[config.mk]
export PLATFORM = sky130hd
export DESIGN_NAME = uart_program_loader
export DESIGN_NICKNAME = d
export VERILOG_FILES = /design/src/rtl/uart_program_loader.sv
export SDC_FILE = /design/constraint.sdc
export NUM_CORES = 1
export LEC_CHECK = 0
export CAP_MARGIN = 20
export CORE_AREA = 2 2 118 120
export CTS_CLUSTER_DIAMETER = 30
export CTS_CLUSTER_SIZE = 8
export DETAILED_ROUTE_END_ITERATION = 8
export DIE_AREA = 0 0 120 122
export PLACE_DENSITY = 0.72
export SETUP_SLACK_MARGIN = 0.1
export SLEW_MARGIN = 10
export SYNTH_ARGS = -nofsm -noshare
export SYNTH_HDL_FRONTEND = slang
export SYNTH_SLANG_ARGS = --single-unit
[constraint.sdc]
create_clock -name clk -period 4 [get_ports clk]
set_input_delay 0.4 -clock clk [delete_from_list [all_inputs] [get_ports clk]]
set_output_delay 0.4 -clock clk [all_outputs]
set_load 0.005 [all_outputs]
[src/rtl/uart_program_loader.sv]
// UART boot loader: receives a framed program image over 8N1 serial, writes it word-by-word
// into instruction RAM and holds the CPU in reset until the image is complete.
// Optional macro LOADER_CHECKSUM_EN adds a trailing 8-bit checksum byte to the frame.
module uart_program_loader #(
  parameter int unsigned CLKS_PER_BIT = 104,
  parameter int unsigned ADDR_WIDTH   = 12,
  parameter logic [7:0]  SYNC_BYTE    = 8'hA5
) (
  input  logic                  clk,
  input  logic                  reset,
  input  logic                  rx,
  output logic                  mem_we,
  output logic [ADDR_WIDTH-1:0] mem_addr,
  output logic [31:0]           mem_wdata,
  output logic                  cpu_hold,
  output logic                  done,
  output logic                  error
);

  localparam int unsigned    CW      = $clog2(CLKS_PER_BIT);
  localparam logic [CW-1:0]  HALF_M1 = CW'(CLKS_PER_BIT / 2 - 1);
  localparam logic [CW-1:0]  FULL_M1 = CW'(CLKS_PER_BIT - 1);
  localparam logic [16:0]    DEPTH   = 17'(2 ** ADDR_WIDTH);

  // ---------------------------------------------------------------- RX front end
  typedef enum logic [1:0] {RX_IDLE, RX_START, RX_DATA, RX_STOP} rx_state_e;

  rx_state_e     rx_state_q, rx_state_d;
  logic          rx_s1_q, rx_s2_q, rx_prev_q;
  logic [CW-1:0] cnt_q, cnt_d;
  logic [2:0]    bit_idx_q, bit_idx_d;
  logic [7:0]    shift_q, shift_d;
  logic          byte_valid, frame_err;
  logic [7:0]    rx_byte;

  // rx_prev_q lags the synchronized line so a start needs a seen-high-then-low transition
  always_ff @(posedge clk or posedge reset) begin
    if (reset) begin
      rx_s1_q   <= 1'b1;
      rx_s2_q   <= 1'b1;
      rx_prev_q <= 1'b1;
    end else begin
      rx_s1_q   <= rx;
      rx_s2_q   <= rx_s1_q;
      rx_prev_q <= rx_s2_q;
    end
  end

  always_ff @(posedge clk or posedge reset) begin
    if (reset) rx_state_q <= RX_IDLE;
    else       rx_state_q <= rx_state_d;
  end

  always_comb begin
    rx_state_d = rx_state_q;
    case (rx_state_q)
      RX_IDLE:  if (rx_prev_q && !rx_s2_q) rx_state_d = RX_START;
      RX_START: if (cnt_q == HALF_M1) rx_state_d = rx_s2_q ? RX_IDLE : RX_DATA;
      RX_DATA:  if (cnt_q == FULL_M1 && bit_idx_q == 3'd7) rx_state_d = RX_STOP;
      RX_STOP:  if (cnt_q == FULL_M1) rx_state_d = RX_IDLE;
      default:  rx_state_d = RX_IDLE;
    endcase
  end

  always_comb begin
    cnt_d      = cnt_q + CW'(1);
    bit_idx_d  = bit_idx_q;
    shift_d    = shift_q;
    byte_valid = 1'b0;
    frame_err  = 1'b0;
    case (rx_state_q)
      RX_IDLE: begin
        cnt_d     = '0;
        bit_idx_d = '0;
      end
      RX_START: if (cnt_q == HALF_M1) cnt_d = '0;
      RX_DATA: if (cnt_q == FULL_M1) begin
        cnt_d     = '0;
        bit_idx_d = bit_idx_q + 3'd1;
        shift_d   = {rx_s2_q, shift_q[7:1]};
      end
      RX_STOP: if (cnt_q == FULL_M1) begin
        cnt_d      = '0;
        byte_valid = rx_s2_q;
        frame_err  = !rx_s2_q;
      end
      default: cnt_d = '0;
    endcase
  end

  always_ff @(posedge clk or posedge reset) begin
    if (reset) begin
      cnt_q     <= '0;
      bit_idx_q <= '0;
      shift_q   <= '0;
    end else begin
      cnt_q     <= cnt_d;
      bit_idx_q <= bit_idx_d;
      shift_q   <= shift_d;
    end
  end

  assign rx_byte = shift_q;

  // ---------------------------------------------------------------- loader FSM
  typedef enum logic [2:0] {L_IDLE, L_LEN_HI, L_LEN_LO, L_DATA, L_CSUM, L_DONE, L_ERROR} ld_state_e;

  ld_state_e             state_q, state_d;
  logic [15:0]           len_q, len_d;
  logic [15:0]           len_n;
  logic [15:0]           word_cnt_q, word_cnt_d;
  logic [1:0]            byte_cnt_q, byte_cnt_d;
  logic [31:0]           word_q, word_d;
  logic                  mem_we_q, mem_we_d;
  logic [ADDR_WIDTH-1:0] mem_addr_q, mem_addr_d;
  logic [31:0]           mem_wdata_q, mem_wdata_d;
  logic                  done_q, done_d;
  logic                  error_q, error_d;
  logic                  cpu_hold_q, cpu_hold_d;
  logic                  last_word;
`ifdef LOADER_CHECKSUM_EN
  logic [7:0]            csum_q, csum_d;
`endif

  assign len_n     = {len_q[15:8], rx_byte};
  assign last_word = (byte_cnt_q == 2'd3) && (word_cnt_q + 16'd1 == len_q);

  always_ff @(posedge clk or posedge reset) begin
    if (reset) state_q <= L_IDLE;
    else       state_q <= state_d;
  end

  always_comb begin
    state_d = state_q;
    if (frame_err && state_q != L_IDLE && state_q != L_DONE) begin
      state_d = L_ERROR;
    end else if (byte_valid) begin
      case (state_q)
        L_IDLE, L_ERROR: if (rx_byte == SYNC_BYTE) state_d = L_LEN_HI;
        L_LEN_HI: state_d = L_LEN_LO;
        L_LEN_LO: begin
          if ({1'b0, len_n} > DEPTH) state_d = L_ERROR;
`ifdef LOADER_CHECKSUM_EN
          else if (len_n == 16'd0)   state_d = L_CSUM;
`else
          else if (len_n == 16'd0)   state_d = L_DONE;
`endif
          else                       state_d = L_DATA;
        end
`ifdef LOADER_CHECKSUM_EN
        L_DATA: if (last_word) state_d = L_CSUM;
        L_CSUM: state_d = (rx_byte == csum_q) ? L_DONE : L_ERROR;
`else
        L_DATA: if (last_word) state_d = L_DONE;
`endif
        default: state_d = state_q;
      endcase
    end
  end

  // Status flags follow the state being entered so they change on the same edge
  always_comb begin
    len_d       = len_q;
    word_cnt_d  = word_cnt_q;
    byte_cnt_d  = byte_cnt_q;
    word_d      = word_q;
    mem_we_d    = 1'b0;
    mem_addr_d  = mem_addr_q;
    mem_wdata_d = mem_wdata_q;
`ifdef LOADER_CHECKSUM_EN
    csum_d      = csum_q;
`endif
    done_d      = (state_d == L_DONE);
    error_d     = (state_d == L_ERROR);
    cpu_hold_d  = (state_d != L_DONE);
    if (byte_valid) begin
      case (state_q)
        L_IDLE, L_ERROR: if (rx_byte == SYNC_BYTE) begin
          word_cnt_d = '0;
          byte_cnt_d = '0;
`ifdef LOADER_CHECKSUM_EN
          csum_d     = '0;
`endif
        end
        L_LEN_HI: len_d[15:8] = rx_byte;
        L_LEN_LO: len_d[7:0]  = rx_byte;
        L_DATA: begin
          word_d[8*byte_cnt_q +: 8] = rx_byte;
          byte_cnt_d = byte_cnt_q + 2'd1;
`ifdef LOADER_CHECKSUM_EN
          csum_d     = csum_q + rx_byte;
`endif
          if (byte_cnt_q == 2'd3) begin
            mem_we_d    = 1'b1;
            mem_addr_d  = word_cnt_q[ADDR_WIDTH-1:0];
            mem_wdata_d = word_d;
            word_cnt_d  = word_cnt_q + 16'd1;
          end
        end
        default: ;
      endcase
    end
  end

  always_ff @(posedge clk or posedge reset) begin
    if (reset) begin
      len_q       <= '0;
      word_cnt_q  <= '0;
      byte_cnt_q  <= '0;
      word_q      <= '0;
      mem_we_q    <= 1'b0;
      mem_addr_q  <= '0;
      mem_wdata_q <= '0;
      done_q      <= 1'b0;
      error_q     <= 1'b0;
      cpu_hold_q  <= 1'b1;
`ifdef LOADER_CHECKSUM_EN
      csum_q      <= '0;
`endif
    end else begin
      len_q       <= len_d;
      word_cnt_q  <= word_cnt_d;
      byte_cnt_q  <= byte_cnt_d;
      word_q      <= word_d;
      mem_we_q    <= mem_we_d;
      mem_addr_q  <= mem_addr_d;
      mem_wdata_q <= mem_wdata_d;
      done_q      <= done_d;
      error_q     <= error_d;
      cpu_hold_q  <= cpu_hold_d;
`ifdef LOADER_CHECKSUM_EN
      csum_q      <= csum_d;
`endif
    end
  end

  assign mem_we    = mem_we_q;
  assign mem_addr  = mem_addr_q;
  assign mem_wdata = mem_wdata_q;
  assign done      = done_q;
  assign error     = error_q;
  assign cpu_hold  = cpu_hold_q;

endmodule

==> results.md <==
- Outcome: finished, final reports clean
- Worst min-delay path startpoint: rx_s1_q
- Fin. Hold Viols: 0
- H-tree depth: 4
- Most used routing layer: met2
- Hold buffer count at cts: 0
- CTS Buffer Depth: 2
- RSZ-0062 raised after global routing: no
- Largest net degree at the start of global routing: 67
- Nets: 687
- Crit path DAT: 3.24 ns
- P&R area growth vs syn: 19.28%
- Post-synth EDFFs: 0
- DR WL/cell: 16.71 um
- Drt drc: 0
- Sequential area share after synthesis: 0.5333
- Avg Synthesized Cell Area: 10.33 um^2
- GR Util All Layers: 0.2086
- Final period util: 0.7342
- Final setup viols: 0
- Max Slew Vio Count: 0
- Vias in the first global route: 4,883
- Grt met1 use: 0.2749
- Achievable Freq: 340.5 MHz
- Clk sinks: 140
- Share of cells above drive strength 1: 0.1208
- Fin worst setup slack: 1.063 ns
- Vias: 5,001
- Fin Setup TNS: 0 ns
- DP Wirelength: 9510 um
- Max_cap viols: 0
- CTS tree: done
- # rows: 43
- Height of the die: 122 um
- Critical path capture point type: flip-flop
- Top_reg_cell synth: dfrtp_1
- Overflow after GRT: 0
- Pwr Density: 419.2 nW/um^2
- IO Port Bufs: 50
- Worst slew pin tran: 0.9650 ns
- Min-delay worst type: flip-flop to flip-flop
- First-pass GRT wire length: 24,340 um
- Initial core utilization: 0.4872
- Synthesized instance count: 637
- R2R setup slack: 1.06 ns
- Clock-pin slew on the worst setup and hold paths: 0.06 ns
- Die Span X: 120 um
- Setup CP Type: flip-flop to flip-flop
- Total CTS buffers: 17
- Synth Register Bits: 140
- Dpl ws: 1.128 ns
- Io pins: 51
- DP Area: 7228 um^2
- Pleak: 3.590 nW
- CP Launch Type: flip-flop
- Initial antenna violation count: 0
- Synth Warn #: 0
- Post-Synthesis Cell Area: 6579 um^2
- Post-synth cell types: 59
- Clk_skew: 0.009084 ns
- Req. time, crit path: 4.30 ns
- First-pass DRT Iterations: 5
- Worst r2r src: cnt_q[0]
- Synth async-reset ratio: 1.000
- Critical Path Fanout Max: 8
- Synthesized net count: 650
- Commonest non-fill, non-tap cells in the layout: 136 x dfrtp_1, 87 x nor2_1, 69 x nand2_1
- Post-CTS setup repair buffer count: 0
- DR vias/cell: 5.768
- CP Launch Point: cnt_q[0]
- Min cycle time layout: 2.937 ns
- Core area: 13,500 um^2
- DIE AREA: 14,640 um^2
- VDD IR-drop max: 0.2831 mV
- Met2 usage: 0.3423
- Rel. slew slack: 0.3517
- Layout Utilization: 0.5811
- Initial DRC count: 454
- Clock Latency Late Sink: 0.42 ns
- PostCTS Resize Cnt: 0
- Placer Congestion: 0.8556
- CTS root buf: clkbuf_16
- N_diodes: 0
- Final wirelength: 14,490 um
- Design area: 7848 um^2
- GRT met3 Usage: 0.04354
- Commonest non-fill, non-tap cell in the layout: dfrtp_1
- ANT nets after route: 0
==> cell usage after synthesis, types with 7 or more instances <==
cell type,number,share of area
dfrtp_1,136,0.52
nor2_1,87,0.050
nand2_1,70,0.040
a22o_1,37,0.049
a221oi_1,32,0.043
clkbuf_1,30,0.017
mux2_2,25,0.043
o21ai_0,22,0.017
xnor2_1,20,0.027
a21oi_1,13,0.0099
nor3_1,12,0.0091
inv_1,11,0.0063
nand3_1,11,0.0084
buf_2,10,0.0076
ha_1,10,0.019
xor2_1,9,0.012
and2_1,8,0.0076
and3_1,7,0.0067
==> cell type report <==
class,count,area [um^2]
clock inverter,14,182.7
fill,1119,5657
sequential,140,3508
timing repair buffer,59,593.1
tap,180,225.2
multi-input combinational,441,2849
inverter,15,60.06
clock buffer,18,429.2
==> metal layers <==
layer,wire (um),part of all wire
met3,708,0.049
met2,7023,0.48
met1,6548,0.45
met5,0,0
met4,211,0.015
==> power by group <==
group | internal, mW | total (mW) | switching [mW]
sequential | 1.46 | 1.52 | 0.0600
clock | 0.994 | 1.63 | 0.632
combinational | 0.0585 | 0.147 | 0.0885
==> kinds of logic after synthesis <==
kind of cell,Yosys count,synth area share
simple gates,236,0.1693
fa+ha+maj,10,0.01902
flops,140,0.5333
mux,26,0.04431
buf+inv,56,0.03404
xor+xnor,29,0.03861
compound gates,140,0.1615
==> flip-flops by register name, indices dropped and copies added, names as in the netlist, named ones only <==
name	count
mem_wdata	32
word_q	32
len_q	16
word_cnt_q	16
mem_addr	12
rx_byte	8
cnt_q	7
bit_idx_q	3
state_q	3
byte_cnt_q	2
cpu_hold	1
done	1
error	1
mem_we	1
rx_prev_q	1
rx_s1_q	1
rx_s2_q	1
rx_state_q	1
==> stage by stage <==
step | instances | power (mW) | hold slack, ns
after global placement | 833 | 1.675 | 0.3456
after floorplan | 637 | 1.647 | 0.3452
after global routing | 867 | 3.406 | 0.3683
after CTS | 866 | 3.318 | 0.3555
final | 867 | 3.289 | 0.3551
after detailed placement | 834 | 1.689 | 0.3468
==> final timing paths <==
kind                                     end  cells past startpoint
max in group asynchronous          rx_prev_q                      4
worst max-delay path               len_q[11]                      7
min in group asynchronous       mem_wdata[2]                      2
worst min-delay path                 rx_s2_q                      0
worst max register to register     len_q[11]                      7
worst min register to register       rx_s2_q                      0
==> worst max-delay path, cell delays in order, from the launching register on <==
cell	delay (ns)
dfrtp_1	0.39
ha_1	0.25
nand3b_1	0.21
nor4_4	0.44
nand2_1	0.20
or2_2	0.34
nor2b_1	0.57
mux2_2	0.42
Note: power is estimated with default switching activity, not from simulation.
